==> src/rtl/easyaxi_rd_slv.sv <==
// AXI read slave that answers one AR request at a time with address-derived read data.
// Supports FIXED/INCR/WRAP bursts; every R-channel output and arready come straight from flops.
module easyaxi_rd_slv #(
  parameter int ID_W    = 4,
  parameter int ADDR_W  = 32,
  parameter int DATA_W  = 32,
  parameter int LEN_W   = 8,
  parameter int SIZE_W  = 3,
  parameter int BURST_W = 2,
  parameter int RESP_W  = 2,
  parameter logic [ADDR_W-1:0] ADDR_LIMIT = 32'h1000
) (
  input  logic               clk,
  input  logic               rst,
  input  logic               axi_slv_arvalid,
  output logic               axi_slv_arready,
  input  logic [ID_W-1:0]    axi_slv_arid,
  input  logic [ADDR_W-1:0]  axi_slv_araddr,
  input  logic [LEN_W-1:0]   axi_slv_arlen,
  input  logic [SIZE_W-1:0]  axi_slv_arsize,
  input  logic [BURST_W-1:0] axi_slv_arburst,
  output logic               axi_slv_rvalid,
  input  logic               axi_slv_rready,
  output logic [ID_W-1:0]    axi_slv_rid,
  output logic [DATA_W-1:0]  axi_slv_rdata,
  output logic [RESP_W-1:0]  axi_slv_rresp,
  output logic               axi_slv_rlast
);

  typedef enum logic [0:0] {ST_IDLE = 1'b0, ST_DATA = 1'b1} state_t;

  localparam int MAX_SIZE = $clog2(DATA_W / 8);
  localparam logic [BURST_W-1:0] BURST_INCR  = BURST_W'(1'b1);
  localparam logic [BURST_W-1:0] BURST_WRAP  = BURST_W'(2'd2);
  localparam logic [BURST_W-1:0] BURST_RSVD  = BURST_W'(2'd3);
  localparam logic [RESP_W-1:0]  RESP_OKAY   = RESP_W'(2'd0);
  localparam logic [RESP_W-1:0]  RESP_SLVERR = RESP_W'(2'd2);
  localparam logic [RESP_W-1:0]  RESP_DECERR = RESP_W'(2'd3);

  function automatic logic [ADDR_W-1:0] next_addr(input logic [ADDR_W-1:0]  addr,
                                                  input logic [LEN_W-1:0]   len,
                                                  input logic [SIZE_W-1:0]  size,
                                                  input logic [BURST_W-1:0] burst);
    logic [ADDR_W-1:0] step;
    logic [ADDR_W-1:0] wrap_mask;
    step      = ADDR_W'(1'b1) << size;
    wrap_mask = ((ADDR_W'(len) + ADDR_W'(1'b1)) << size) - ADDR_W'(1'b1);
    case (burst)
      BURST_INCR: next_addr = (addr & ~(step - ADDR_W'(1'b1))) + step;
      BURST_WRAP: next_addr = (addr & ~wrap_mask) | ((addr + step) & wrap_mask);
      default:    next_addr = addr;
    endcase
  endfunction

  // Whole-burst protocol errors: reserved burst, oversized beat, illegal wrap length
  function automatic logic burst_err(input logic [LEN_W-1:0]   len,
                                     input logic [SIZE_W-1:0]  size,
                                     input logic [BURST_W-1:0] burst);
    logic wrap_len_ok;
    wrap_len_ok = (len == LEN_W'(1'b1)) || (len == LEN_W'(2'd3)) ||
                  (len == LEN_W'(3'd7)) || (len == LEN_W'(4'd15));
    burst_err = (burst == BURST_RSVD) || (size > SIZE_W'(MAX_SIZE)) ||
                ((burst == BURST_WRAP) && !wrap_len_ok);
  endfunction

  function automatic logic [RESP_W-1:0] beat_resp(input logic err, input logic [ADDR_W-1:0] addr);
    beat_resp = err ? RESP_SLVERR : ((addr >= ADDR_LIMIT) ? RESP_DECERR : RESP_OKAY);
  endfunction

  function automatic logic [DATA_W-1:0] beat_data(input logic [RESP_W-1:0] resp,
                                                  input logic [ADDR_W-1:0] addr);
    beat_data = (resp == RESP_OKAY) ? DATA_W'(addr) : {DATA_W{1'b0}};
  endfunction

  state_t             state_r, state_nxt_s;
  logic               arready_r, arready_nxt_s;
  logic               rvalid_r, rvalid_nxt_s;
  logic               rlast_r, rlast_nxt_s;
  logic [ID_W-1:0]    rid_r, rid_nxt_s;
  logic [DATA_W-1:0]  rdata_r, rdata_nxt_s;
  logic [RESP_W-1:0]  rresp_r, rresp_nxt_s;
  logic [ADDR_W-1:0]  addr_r, addr_nxt_s;
  logic [LEN_W-1:0]   len_r, len_nxt_s;
  logic [SIZE_W-1:0]  size_r, size_nxt_s;
  logic [BURST_W-1:0] burst_r, burst_nxt_s;
  logic               err_r, err_nxt_s;
  logic [LEN_W-1:0]   cnt_r, cnt_nxt_s;

  // Next state, captured request fields and the beat to present on R
  always_comb begin
    state_nxt_s   = state_r;
    arready_nxt_s = arready_r;
    rvalid_nxt_s  = rvalid_r;
    rlast_nxt_s   = rlast_r;
    rid_nxt_s     = rid_r;
    addr_nxt_s    = addr_r;
    len_nxt_s     = len_r;
    size_nxt_s    = size_r;
    burst_nxt_s   = burst_r;
    err_nxt_s     = err_r;
    cnt_nxt_s     = cnt_r;
    case (state_r)
      ST_IDLE: begin
        if (axi_slv_arvalid && arready_r) begin
          state_nxt_s   = ST_DATA;
          arready_nxt_s = 1'b0;
          rvalid_nxt_s  = 1'b1;
          rid_nxt_s     = axi_slv_arid;
          addr_nxt_s    = axi_slv_araddr;
          len_nxt_s     = axi_slv_arlen;
          size_nxt_s    = axi_slv_arsize;
          burst_nxt_s   = axi_slv_arburst;
          err_nxt_s     = burst_err(axi_slv_arlen, axi_slv_arsize, axi_slv_arburst);
          cnt_nxt_s     = {LEN_W{1'b0}};
          rlast_nxt_s   = (axi_slv_arlen == {LEN_W{1'b0}});
        end else begin
          arready_nxt_s = 1'b1;
          rvalid_nxt_s  = 1'b0;
          rlast_nxt_s   = 1'b0;
        end
      end
      ST_DATA: begin
        if (rvalid_r && axi_slv_rready) begin
          if (rlast_r) begin
            state_nxt_s   = ST_IDLE;
            arready_nxt_s = 1'b1;
            rvalid_nxt_s  = 1'b0;
            rlast_nxt_s   = 1'b0;
          end else begin
            addr_nxt_s  = next_addr(addr_r, len_r, size_r, burst_r);
            cnt_nxt_s   = cnt_r + LEN_W'(1'b1);
            rlast_nxt_s = (cnt_nxt_s == len_r);
          end
        end else begin
          state_nxt_s = ST_DATA;
        end
      end
      default: begin
        state_nxt_s   = ST_IDLE;
        arready_nxt_s = 1'b0;
        rvalid_nxt_s  = 1'b0;
        rlast_nxt_s   = 1'b0;
      end
    endcase
    // Response and data follow the (possibly held) beat address, so they stay stable under stall
    rresp_nxt_s = beat_resp(err_nxt_s, addr_nxt_s);
    rdata_nxt_s = beat_data(rresp_nxt_s, addr_nxt_s);
  end

  // State, request and R-channel registers with synchronous reset
  always_ff @(posedge clk) begin
    if (rst) begin
      state_r   <= ST_IDLE;
      arready_r <= 1'b0;
      rvalid_r  <= 1'b0;
      rlast_r   <= 1'b0;
      rid_r     <= {ID_W{1'b0}};
      rdata_r   <= {DATA_W{1'b0}};
      rresp_r   <= {RESP_W{1'b0}};
      addr_r    <= {ADDR_W{1'b0}};
      len_r     <= {LEN_W{1'b0}};
      size_r    <= {SIZE_W{1'b0}};
      burst_r   <= {BURST_W{1'b0}};
      err_r     <= 1'b0;
      cnt_r     <= {LEN_W{1'b0}};
    end else begin
      state_r   <= state_nxt_s;
      arready_r <= arready_nxt_s;
      rvalid_r  <= rvalid_nxt_s;
      rlast_r   <= rlast_nxt_s;
      rid_r     <= rid_nxt_s;
      rdata_r   <= rdata_nxt_s;
      rresp_r   <= rresp_nxt_s;
      addr_r    <= addr_nxt_s;
      len_r     <= len_nxt_s;
      size_r    <= size_nxt_s;
      burst_r   <= burst_nxt_s;
      err_r     <= err_nxt_s;
      cnt_r     <= cnt_nxt_s;
    end
  end

  assign axi_slv_arready = arready_r;
  assign axi_slv_rvalid  = rvalid_r;
  assign axi_slv_rlast   = rlast_r;
  assign axi_slv_rid     = rid_r;
  assign axi_slv_rdata   = rdata_r;
  assign axi_slv_rresp   = rresp_r;

endmodule

==> config.mk <==
export PLATFORM = sky130hd
export DESIGN_NAME = easyaxi_rd_slv
export DESIGN_NICKNAME = d
export VERILOG_FILES = /design/src/rtl/easyaxi_rd_slv.sv
export SDC_FILE = /design/constraint.sdc
export NUM_CORES = 1
export LEC_CHECK = 0
export CORE_ASPECT_RATIO = 1.25
export CORE_MARGIN = 3
export CORE_UTILIZATION = 58
export CTS_CLUSTER_DIAMETER = 150
export DETAILED_ROUTE_END_ITERATION = 8
export PLACE_DENSITY = 0.82
export SKIP_CTS_REPAIR_TIMING = 1
export SYNTH_ARGS = -nofsm -noshare
export SYNTH_HDL_FRONTEND = slang
export SYNTH_SLANG_ARGS = --single-unit
==> constraint.sdc <==
create_clock -name clk -period 5.32 [get_ports clk]
set_input_delay 0.798 -clock clk [delete_from_list [all_inputs] [get_ports clk]]
set_output_delay 0.798 -clock clk [all_outputs]
set_load 0.05 [all_outputs]
==> results by group <==
Route
  • Iter 0 DRT Violations: 795
  • DRC: 0
  • Via count of the routed design: 8730
  • DRT Wirelength: 25.7 mm
  • DR vias/cell: 6.49
  • DR pass1 iterations: 6
  • WL per Instance: 19.1 um
  • Final ANT Viol Nets: 0

Synthesis
  • Synth Instances: 1097
  • Cell area after synthesis: 8060 sq um
  • Post-synth EDFFs: 0
  • Yosys warnings: 0
  • Yosys reg bits: 96
  • Share of synthesized registers carrying an async set or reset: 0%
  • Sequential share of the synthesized area: 23.8%
  • Library cells used by synthesis: 101
  • Post-synth top flop: dfxtp_1
  • Syn Area/Cell: 7.35 sq um

Final layout
  • Storage cell area: 1920 sq um
  • Commonest non-fill, non-tap cell in the layout: nand2_1
  • # diodes: 0
  • Area used by multi-input combinational logic: 5710 sq um
  • Final Util: 70.2%
  • P&R area growth vs syn: 16.8%
  • Fraction of layout cells with a size suffix above 1: 9.87%
  • Commonest cells after routing, fill and taps aside: nand2_1, nor2_1, dfxtp_1
  • Non-filler cells, final: 1346
  • Final net count: 1243
  • # fillers: 1170

Clock network
  • CTS root buf: clkbuf_16
  • Clock sink total: 96
  • CTS tree: yes
  • Clock Latency Late Sink: 0.37 ns
  • TritonCTS buffer count: 9
  • CTS Buffer Depth: 2
  • CTS H-Tree Depth: 3
  • Clk slew on worst S/H paths: 0.08 ns

Critical path
  • R2r endpoint: axi_slv_rdata[5]
  • Max Fanout on Critical Path: 24
  • Critical Path AT: 5.32 ns
  • Worst reg-to-reg setup slack: 0.30 ns
  • CP Capture Type: register
  • Reg-to-Reg Start: size_r[0]
  • Crit path kind: register to register
  • Worst reg-to-reg path cell count: 15
  • Critical Path RT: 5.62 ns
  • Critical Path Source Type: register

Power and ir drop
  • Peak VDD IR: 0.227 mV
  • Lkg Pwr: 3.40 nW
  • Power density over the cells: 218 nW/um^2

Place
  • Port Buf Inserts: 93
  • Gp weighted congestion: 1.01
  • Placed instance count: 1330
  • DP HPWL: 18.7 mm

Global routing
  • Total grt overflow: 0
  • Antenna violations before repair: 0
  • Total GRT Usage: 32.9%
  • Largest net degree at the start of global routing: 64
  • Vias in the first global route: 8190
  • First-pass GRT wire length: 41.2 mm

Timing
  • Final Skew: 0.0170 ns
  • RSZ-0062 raised after global routing: false
  • Final Hold Viols: 0
  • Endpoints failing setup: 0
  • Period utilization: 94.4%
  • Worst-Margin Slew: 0.842 ns
  • Max Slew Vio Count: 0
  • Max_slew headroom: 43.9%
  • Highest Clock Rate: 199 MHz
  • Minimum clock period: 5.02 ns
  • TNS Setup: 0 ns

Run
  • Max Cap Viol: 0

Floorplan
  • Core Area: 13400 sq um
  • Num ports: 94
  • Die Ht: 138 um
  • Row count: 47
  • Die Width: 111 um
  • Initial Util: 60.1%
  • Die area: 15400 sq um

Worst hold path
  • Hold Path Stages: 2
  • Worst hold path endpoint: axi_slv_rid[0]
  • Hold path start: axi_slv_rid[0]
  • Hold Path Class: register to register

Outcome
  • Status: finished, final reports clean
Yosys cell counts (12+ instances only):
cell type  instances  area share, %
nand3_1           48            3.0
a211oi_1          19            1.8
nand3b_1          12            1.1
a21oi_1           72            4.5
o211ai_1          15            1.4
o21ai_0           60            3.7
nor3_1            35            2.2
dfxtp_1           96             24
clkbuf_1          48            2.2
and2_1            14            1.1
nor4_1            13            1.0
ha_1              19            2.9
a31oi_1           14            1.1
nand4_1           15            1.2
and3_1            31            2.4
nor2_1            99            4.6
xor2_1            17            1.8
xnor2_1           22            2.4
inv_1             27            1.3
or3_1             12           0.93
nand2_1          154            7.2
area by class of cell:
class | count | area share, %
sequential | 96 | 20.4
timing repair buffer | 124 | 12.3
clock inverter | 7 | 0.784
multi-input combinational | 910 | 60.7
inverter | 29 | 1.16
tap | 171 | 2.27
clock buffer | 9 | 2.39
stage by stage:
stage | total power [mW] | hold slack (ns) | setup slack, ns | instance area, sq um
final | 2.05 | 0.456 | 0.298 | 9410
after global routing | 2.13 | 0.475 | 0.0189 | 9410
after CTS | 2.04 | 0.456 | 0.406 | 9410
after detailed placement | 1.38 | 0.446 | 0.443 | 9110
after global placement | 1.37 | 0.441 | 0.546 | 9110
after floorplan | 1.21 | 0.453 | 0.523 | 8130
routing by layer:
| metal | global-route usage [%] | part of all wire (%) | up-vias | wire length (um) |
|---|---|---|---|---|
| li1 | - | - | 4141 | - |
| met1 | 40.5 | 39 | 4042 | 10100 |
| met2 | 55.8 | 47 | 461 | 12100 |
| met3 | 6.46 | 9.6 | 86 | 2460 |
| met4 | 15.5 | 3.9 | 0 | 997 |
| met5 | 0 | 0 | - | 0 |
worst max-delay path, stage by stage, from the launching register on:
cell      delay [ns]
dfxtp_1         0.41
buf_4           0.30
nand2b_1        0.36
nor2_1          0.13
ha_1            0.38
o211ai_1        0.22
a211oi_1        0.37
o21ai_0         0.17
a211o_1         0.35
nor3_4          0.44
mux2_4          0.35
a211oi_2        0.23
and3_1          0.20
nand4_1         0.14
nor4_4          0.63
and3_1          0.25
worst max-delay path by stage:
stage,startpoint,slack [ns],end
finish,size_r[0],0.30,axi_slv_rdata[5]
global route,size_r[0],0.02,axi_slv_rdata[11]
CTS,size_r[0],0.41,axi_slv_rdata[5]
detailed placement,size_r[0],0.44,axi_slv_rdata[11]
global placement,size_r[0],0.55,axi_slv_rdata[2]
floorplan,size_r[2],0.52,axi_slv_rdata[5]
report_power, final:
part / switching, mW / internal (mW) / total [mW]
logic: 0.336 / 0.218 / 0.554
registers: 0.0673 / 0.759 / 0.826
clock network: 0.337 / 0.332 / 0.670
total: 0.740 / 1.31 / 2.05
registers in the layout, indices dropped and copies added, names as in the netlist, 2 cells and up:
name / count
cnt_r: 8
size_r: 3
burst_r: 2
addr_r: 32
axi_slv_rresp: 2
axi_slv_rid: 4
axi_slv_rdata: 32
len_r: 8
cells by family after synthesis:
kind of cell,after synthesis,synth area share [%]
adder cells (fa/ha/maj),20,3.20
other,1,0.0465
AND/OR/NAND/NOR,507,32.3
XOR/XNOR,40,4.44
flip-flops,96,23.8
multiplexers,15,2.03
AO/OA/AOI/OAI,308,27.7
buffers and inverters,110,6.47
Note: power is estimated with default switching activity, not from simulation.
